[config.mk]
export PLATFORM = sky130hd
export DESIGN_NAME = de_ex_pipe_reg
export DESIGN_NICKNAME = d
export VERILOG_FILES = /design/src/rtl/riscv_pipe_pkg.sv /design/src/rtl/de_ex_load_use_detect.sv /design/src/rtl/de_ex_pipe_reg.sv
export SDC_FILE = /design/constraint.sdc
export NUM_CORES = 1
export LEC_CHECK = 0
export CAP_MARGIN = 10
export CORE_AREA = 2 2 159 161
export DETAILED_ROUTE_END_ITERATION = 10
export DIE_AREA = 0 0 161 163
export PLACE_DENSITY_LB_ADDON = 0.25
export SYNTH_ARGS = -nofsm -noshare
export SYNTH_HDL_FRONTEND = slang
export SYNTH_SLANG_ARGS = --single-unit
[constraint.sdc]
create_clock -name clk -period 1.96 [get_ports clk]
set_input_delay 0.392 -clock clk [delete_from_list [all_inputs] [get_ports clk]]
set_output_delay 0.392 -clock clk [all_outputs]
set_load 0.1 [all_outputs]
[src/rtl/riscv_pipe_pkg.sv]
`default_nettype none
// +----------------------------------------------------------------------+
// | riscv_pipe_pkg                                                       |
// | Shared control-bundle type and encodings for the RISC-V pipeline.    |
// | Revision: 1.0                                                        |
// +----------------------------------------------------------------------+
package riscv_pipe_pkg;

    localparam logic [1:0] RU_SRC_ALU = 2'b00;
    localparam logic [1:0] RU_SRC_DM  = 2'b01;
    localparam logic [1:0] RU_SRC_PC4 = 2'b10;
    localparam logic [4:0] BR_NONE    = 5'b00000;

    typedef struct packed {
        logic [3:0] alu_op;
        logic [1:0] alu_a_src;
        logic       alu_b_src;
        logic       dm_write;
        logic [2:0] dm_ctrl;
        logic [4:0] br_op;
        logic [1:0] ru_data_src;
        logic       ru_write;
    } ctrl_t;

    localparam ctrl_t CTRL_NOP = '{
        alu_op:      4'd0,
        alu_a_src:   2'd0,
        alu_b_src:   1'b0,
        dm_write:    1'b0,
        dm_ctrl:     3'd0,
        br_op:       BR_NONE,
        ru_data_src: RU_SRC_ALU,
        ru_write:    1'b0
    };

endpackage
`default_nettype wire

[src/rtl/de_ex_load_use_detect.sv]
`default_nettype none
// +----------------------------------------------------------------------+
// | de_ex_load_use_detect                                                |
// | Combinational raw load-use compare between EX load and DE sources.   |
// | Revision: 1.0                                                        |
// +----------------------------------------------------------------------+
module de_ex_load_use_detect
    import riscv_pipe_pkg::*;
#(
    parameter int REG_ADDR_W = 5
) (
    input  logic                  ex_valid_i,
    input  logic [1:0]            ex_ru_data_src_i,
    input  logic [REG_ADDR_W-1:0] ex_rd_i,
    input  logic                  de_valid_i,
    input  logic                  rs1_used_i,
    input  logic [REG_ADDR_W-1:0] rs1_addr_i,
    input  logic                  rs2_used_i,
    input  logic [REG_ADDR_W-1:0] rs2_addr_i,
    output logic                  hazard_o
);

    logic w_ex_is_load;
    logic w_src_match;

    // x0 is never a real destination, so a load to x0 cannot create a hazard
    assign w_ex_is_load = ex_valid_i && (ex_ru_data_src_i == RU_SRC_DM) && (ex_rd_i != '0);
    assign w_src_match  = (rs1_used_i && (rs1_addr_i == ex_rd_i)) ||
                          (rs2_used_i && (rs2_addr_i == ex_rd_i));
    assign hazard_o     = w_ex_is_load && de_valid_i && w_src_match;

endmodule
`default_nettype wire

[src/rtl/de_ex_pipe_reg.sv]
`default_nettype none
// +----------------------------------------------------------------------+
// | de_ex_pipe_reg                                                       |
// | DE->EX pipeline register with stall, flush, load-use bubble insertion|
// | and a saturating bubble counter.                                     |
// | Revision: 1.0                                                        |
// +----------------------------------------------------------------------+
module de_ex_pipe_reg
    import riscv_pipe_pkg::*;
#(
    parameter int XLEN       = 32,
    parameter int REG_ADDR_W = 5,
    parameter int CNT_W      = 16
) (
    input  logic                  clk,
    input  logic                  rst_n,
    input  logic                  stall_in,
    input  logic                  flush_in,
    input  logic                  de_valid_in,
    input  logic [XLEN-1:0]       pc_in,
    input  logic [XLEN-1:0]       pc_plus4_in,
    input  logic [XLEN-1:0]       rs1_data_in,
    input  logic [XLEN-1:0]       rs2_data_in,
    input  logic [XLEN-1:0]       imm_in,
    input  logic [REG_ADDR_W-1:0] rs1_addr_in,
    input  logic [REG_ADDR_W-1:0] rs2_addr_in,
    input  logic [REG_ADDR_W-1:0] rd_in,
    input  logic                  rs1_used_in,
    input  logic                  rs2_used_in,
    input  ctrl_t                 ctrl_in,
    output logic                  ex_valid_out,
    output logic [XLEN-1:0]       pc_out,
    output logic [XLEN-1:0]       pc_plus4_out,
    output logic [XLEN-1:0]       rs1_data_out,
    output logic [XLEN-1:0]       rs2_data_out,
    output logic [XLEN-1:0]       imm_out,
    output logic [REG_ADDR_W-1:0] rs1_addr_out,
    output logic [REG_ADDR_W-1:0] rs2_addr_out,
    output logic [REG_ADDR_W-1:0] rd_out,
    output ctrl_t                 ctrl_out,
    output logic                  hazard_stall_out,
    output logic [CNT_W-1:0]      bubble_count_out
);

    logic                  valid_q,    valid_d;
    logic [XLEN-1:0]       pc_q,       pc_d;
    logic [XLEN-1:0]       pc4_q,      pc4_d;
    logic [XLEN-1:0]       rs1_data_q, rs1_data_d;
    logic [XLEN-1:0]       rs2_data_q, rs2_data_d;
    logic [XLEN-1:0]       imm_q,      imm_d;
    logic [REG_ADDR_W-1:0] rs1_addr_q, rs1_addr_d;
    logic [REG_ADDR_W-1:0] rs2_addr_q, rs2_addr_d;
    logic [REG_ADDR_W-1:0] rd_q,       rd_d;
    ctrl_t                 ctrl_q,     ctrl_d;
    logic [CNT_W-1:0]      cnt_q,      cnt_d;

    logic w_raw_hazard;

    de_ex_load_use_detect #(
        .REG_ADDR_W (REG_ADDR_W)
    ) u_lu_detect (
        .ex_valid_i       (valid_q),
        .ex_ru_data_src_i (ctrl_q.ru_data_src),
        .ex_rd_i          (rd_q),
        .de_valid_i       (de_valid_in),
        .rs1_used_i       (rs1_used_in),
        .rs1_addr_i       (rs1_addr_in),
        .rs2_used_i       (rs2_used_in),
        .rs2_addr_i       (rs2_addr_in),
        .hazard_o         (w_raw_hazard)
    );

    assign hazard_stall_out = w_raw_hazard && !flush_in && !stall_in;

    always_comb begin
        valid_d    = valid_q;
        pc_d       = pc_q;
        pc4_d      = pc4_q;
        rs1_data_d = rs1_data_q;
        rs2_data_d = rs2_data_q;
        imm_d      = imm_q;
        rs1_addr_d = rs1_addr_q;
        rs2_addr_d = rs2_addr_q;
        rd_d       = rd_q;
        ctrl_d     = ctrl_q;
        cnt_d      = cnt_q;

        if (stall_in) begin
            // hold: defaults already keep every register
        end else if (flush_in || hazard_stall_out) begin
            valid_d    = 1'b0;
            pc_d       = '0;
            pc4_d      = '0;
            rs1_data_d = '0;
            rs2_data_d = '0;
            imm_d      = '0;
            rs1_addr_d = '0;
            rs2_addr_d = '0;
            rd_d       = '0;
            ctrl_d     = CTRL_NOP;
            if (cnt_q != {CNT_W{1'b1}}) begin
                cnt_d = cnt_q + CNT_W'(1);
            end
        end else begin
            valid_d    = de_valid_in;
            pc_d       = pc_in;
            pc4_d      = pc_plus4_in;
            rs1_data_d = rs1_data_in;
            rs2_data_d = rs2_data_in;
            imm_d      = imm_in;
            rs1_addr_d = rs1_addr_in;
            rs2_addr_d = rs2_addr_in;
            rd_d       = rd_in;
            // an empty slot must never carry a write enable into EX
            ctrl_d     = de_valid_in ? ctrl_in : CTRL_NOP;
        end
    end

    always_ff @(posedge clk or negedge rst_n) begin
        if (!rst_n) begin
            valid_q    <= 1'b0;
            pc_q       <= '0;
            pc4_q      <= '0;
            rs1_data_q <= '0;
            rs2_data_q <= '0;
            imm_q      <= '0;
            rs1_addr_q <= '0;
            rs2_addr_q <= '0;
            rd_q       <= '0;
            ctrl_q     <= CTRL_NOP;
            cnt_q      <= '0;
        end else begin
            valid_q    <= valid_d;
            pc_q       <= pc_d;
            pc4_q      <= pc4_d;
            rs1_data_q <= rs1_data_d;
            rs2_data_q <= rs2_data_d;
            imm_q      <= imm_d;
            rs1_addr_q <= rs1_addr_d;
            rs2_addr_q <= rs2_addr_d;
            rd_q       <= rd_d;
            ctrl_q     <= ctrl_d;
            cnt_q      <= cnt_d;
        end
    end

    assign ex_valid_out     = valid_q;
    assign pc_out           = pc_q;
    assign pc_plus4_out     = pc4_q;
    assign rs1_data_out     = rs1_data_q;
    assign rs2_data_out     = rs2_data_q;
    assign imm_out          = imm_q;
    assign rs1_addr_out     = rs1_addr_q;
    assign rs2_addr_out     = rs2_addr_q;
    assign rd_out           = rd_q;
    assign ctrl_out         = ctrl_q;
    assign bubble_count_out = cnt_q;

endmodule
`default_nettype wire
==> results <==
power breakdown:
group	leakage (nW)	internal, mW	switching, mW
logic	3.59	1.62	3.68
registers	2.71	4.77	0.281
clock network	0.369	2.56	1.73
cell usage in the layout, fill, tap and decap left out, types with 2 or more instances in the layout:
cell / instances
a21oi_4: 2
a22o_1: 194
buf_12: 35
buf_16: 12
buf_4: 224
buf_6: 21
buf_8: 6
clkbuf_1: 7
clkbuf_16: 26
clkbuf_8: 8
clkdlybuf4s50_1: 198
clkinv_2: 2
dfrtp_1: 187
dfrtp_2: 7
dfrtp_4: 17
inv_1: 5
nand2_1: 7
nand3_1: 3
nand4_1: 4
nor2_1: 3
nor2_2: 5
nor2_4: 2
nor3_2: 5
nor3_4: 2
nor4_4: 3
xnor2_1: 12
xnor2_2: 3
xor2_1: 10
area by class of cell:
type / count / area (um2)
clock inverters: 4 / 48.8
well taps: 330 / 413
flip-flops and latches: 211 / 5350
multi-input cells: 274 / 2470
inverters: 5 / 18.8
repair buffers: 501 / 5120
clock buffers: 37 / 698
fillers: 2078 / 10500
sequential cells by signal (all words and copies together), names as in the netlist:
register,flops
rs1_data_out,32
rs2_addr_out,5
pc_out,32
ex_valid_out,1
rs1_addr_out,5
bubble_count_out,16
imm_out,32
pc_plus4_out,32
ctrl_out,19
rd_out,5
rs2_data_out,32
logic make-up (layout without fill, tap and decap cells):
family / count (synthesis) / after routing / synth area share [%]
flip-flops: 211 / 211 / 68.0
AO/OA/AOI/OAI: 203 / 203 / 22.9
buffers and inverters: 48 / 547 / 2.60
AND/OR/NAND/NOR: 43 / 44 / 3.38
XOR/XNOR: 25 / 25 / 2.82
adder cells (fa/ha/maj): 1 / 1 / 0.161
multiplexers: 1 / 1 / 0.145
routing by layer:
layer	vias to the layer above	GRT usage [%]	part of all wire (%)
met5	-	0	0.035
met4	2	5.60	1.9
met3	36	5.63	7.8
met2	285	36.7	51
met1	3270	25.4	39
li1	3013	-	-
critical path, delay by kind of cell (launching register included):
family,cells,cell delay (ns)
xor gates and xnor gates,1,0.18
DFF,1,0.53
and+or+nand+nor,2,0.41
AOI/OAI and AO/OA,1,0.22
buffers and inverters,1,0.17
through the flow:
step	hold slack [ns]	cell area (um2)	instances	total power, mW	TNS, ns
2_1_floorplan	0.0964	7940	532	8.42	-39.89
3_3_place_gp	0.424	12500	1279	10.2	-112.08
3_5_place_dp	0.420	12500	1279	10.2	-117.88
4_1_cts	0.446	14000	1356	14.7	-68.33
5_1_grt	0.465	14100	1362	15.1	-75.62
6_report	0.450	14100	1362	14.6	-63.72
worst paths after layout:
kind | start | to
min in group clk | pc_plus4_in[8] | pc_plus4_out[8]
worst max-delay path | rd_out[1] | hazard_stall_out
worst max register to register | rd_out[1] | rs1_data_out[17]
max in group asynchronous | rst_n | imm_out[8]
worst min-delay path | rst_n | bubble_count_out[13]
worst min register to register | bubble_count_out[15] | bubble_count_out[15]
what timing repair did:
item	4_1_cts	5_1_grt
hold buffers	1	0
setup endpoints to repair	212	212
setup buffers	24	10
gates resized for setup	66	17
hold endpoints to repair	50	0
pin swaps	22	21
gates cloned	14	6
==> reports/results.tsv <==
metric	value	unit
die_w	161	um
grt_usage	20.9	%
ff2ff_path_depth	11	
ant_nets	0	
hp-class	in -> async	
critPathArrivalTime	2.03	ns
slew_headroom	51.6	%
period_needed	2.42	ns
yosysTopAreaCell	dfrtp_1	
slowest_delay	0.53	ns
grt_max_degree	148	
diodes	0	
vias	6606	
status	finished, violations left	
synth_enable_flop_cells	0	
io_buffers	412	
worst-setup-path-type	reg -> out	
h-tree-depth	1	
synth-seq-area-share	68.0	%
async_flop_share	100	%
core	24700	um2
grt.overflow.total	0	
clock_latency	0.51	ns
drtIter0Drc	362	
finalMaxSlewViolations	0	
worstMarginPinSlew	0.726	ns
first_global_vias	6875	
cts_tree	yes	
cts_max_path_buffers	3	
antenna_found_initial	1	
area_delta_synth_final	82.0	%
fp.dieH	163	um
dieArea	26200	um2
rsz0062_at_grt	yes	
hpwl	18.9	mm
crit_required	1.57	ns
nets	1218	
synthCells	532	
viasPerCell	4.85	
syn_avg_cell_area	14.6	um2
gp_congestion	0.757	
hold_violations	0	
netlist_area	7760	um2
setup_violations	204	
clock_skew	0.0102	ns
io_pins	413	
yosys-top-cells-area	dfrtp_1 (68%), a22o_1 (22%), xnor2_1 (1.7%)	
crit_fanout	3	
utilization	57.2	%
yosys_warnings	0	
clock-sinks	211	
worst_slack	-0.461	ns
numCtsBuffers	23	
end_kind	output pin	
wl_per_cell	21.2	um
grt_pass1_wl	42.3	mm
cap_viol_max_count	0	
synth_most_common_cell	dfrtp_1	
syn-num-nets	734	
start_util	31.5	%
fin_crit_sh	124	%
synth_top_area_share	68.0	%
pwr_density_cell	1040	nW/um2
rrSetupSlack	-0.40	ns
worstSetupStartpointType	flop	
synthFlopType	dfrtp_1	
yosysUniqueCellTypes	33	
worstPathCellList	xnor2_2 -> nand4_1 -> o22ai_2 -> and2_4 -> buf_12	
num_rows	58	
drt_pass1_iterations	4	
dp_slack	-0.646	ns
cts-root-buf	clkbuf_16	
drc_errors	0	
violations	setup timing	
ir_drop	0.644	mV
max_freq	0.413	GHz
wl	28.9	mm
crit_slowest_cell	dfrtp_4	
static-leakage-power	6.67	nW
synth_seq_cells	211	
drive_above_1_share	37.9	%
clk_pin_slew_worst_paths	0.06	ns
synthTopCellsByCount	dfrtp_1 (211), a22o_1 (194), clkbuf_1 (26)	
Power figures use the tool's default switching activity.
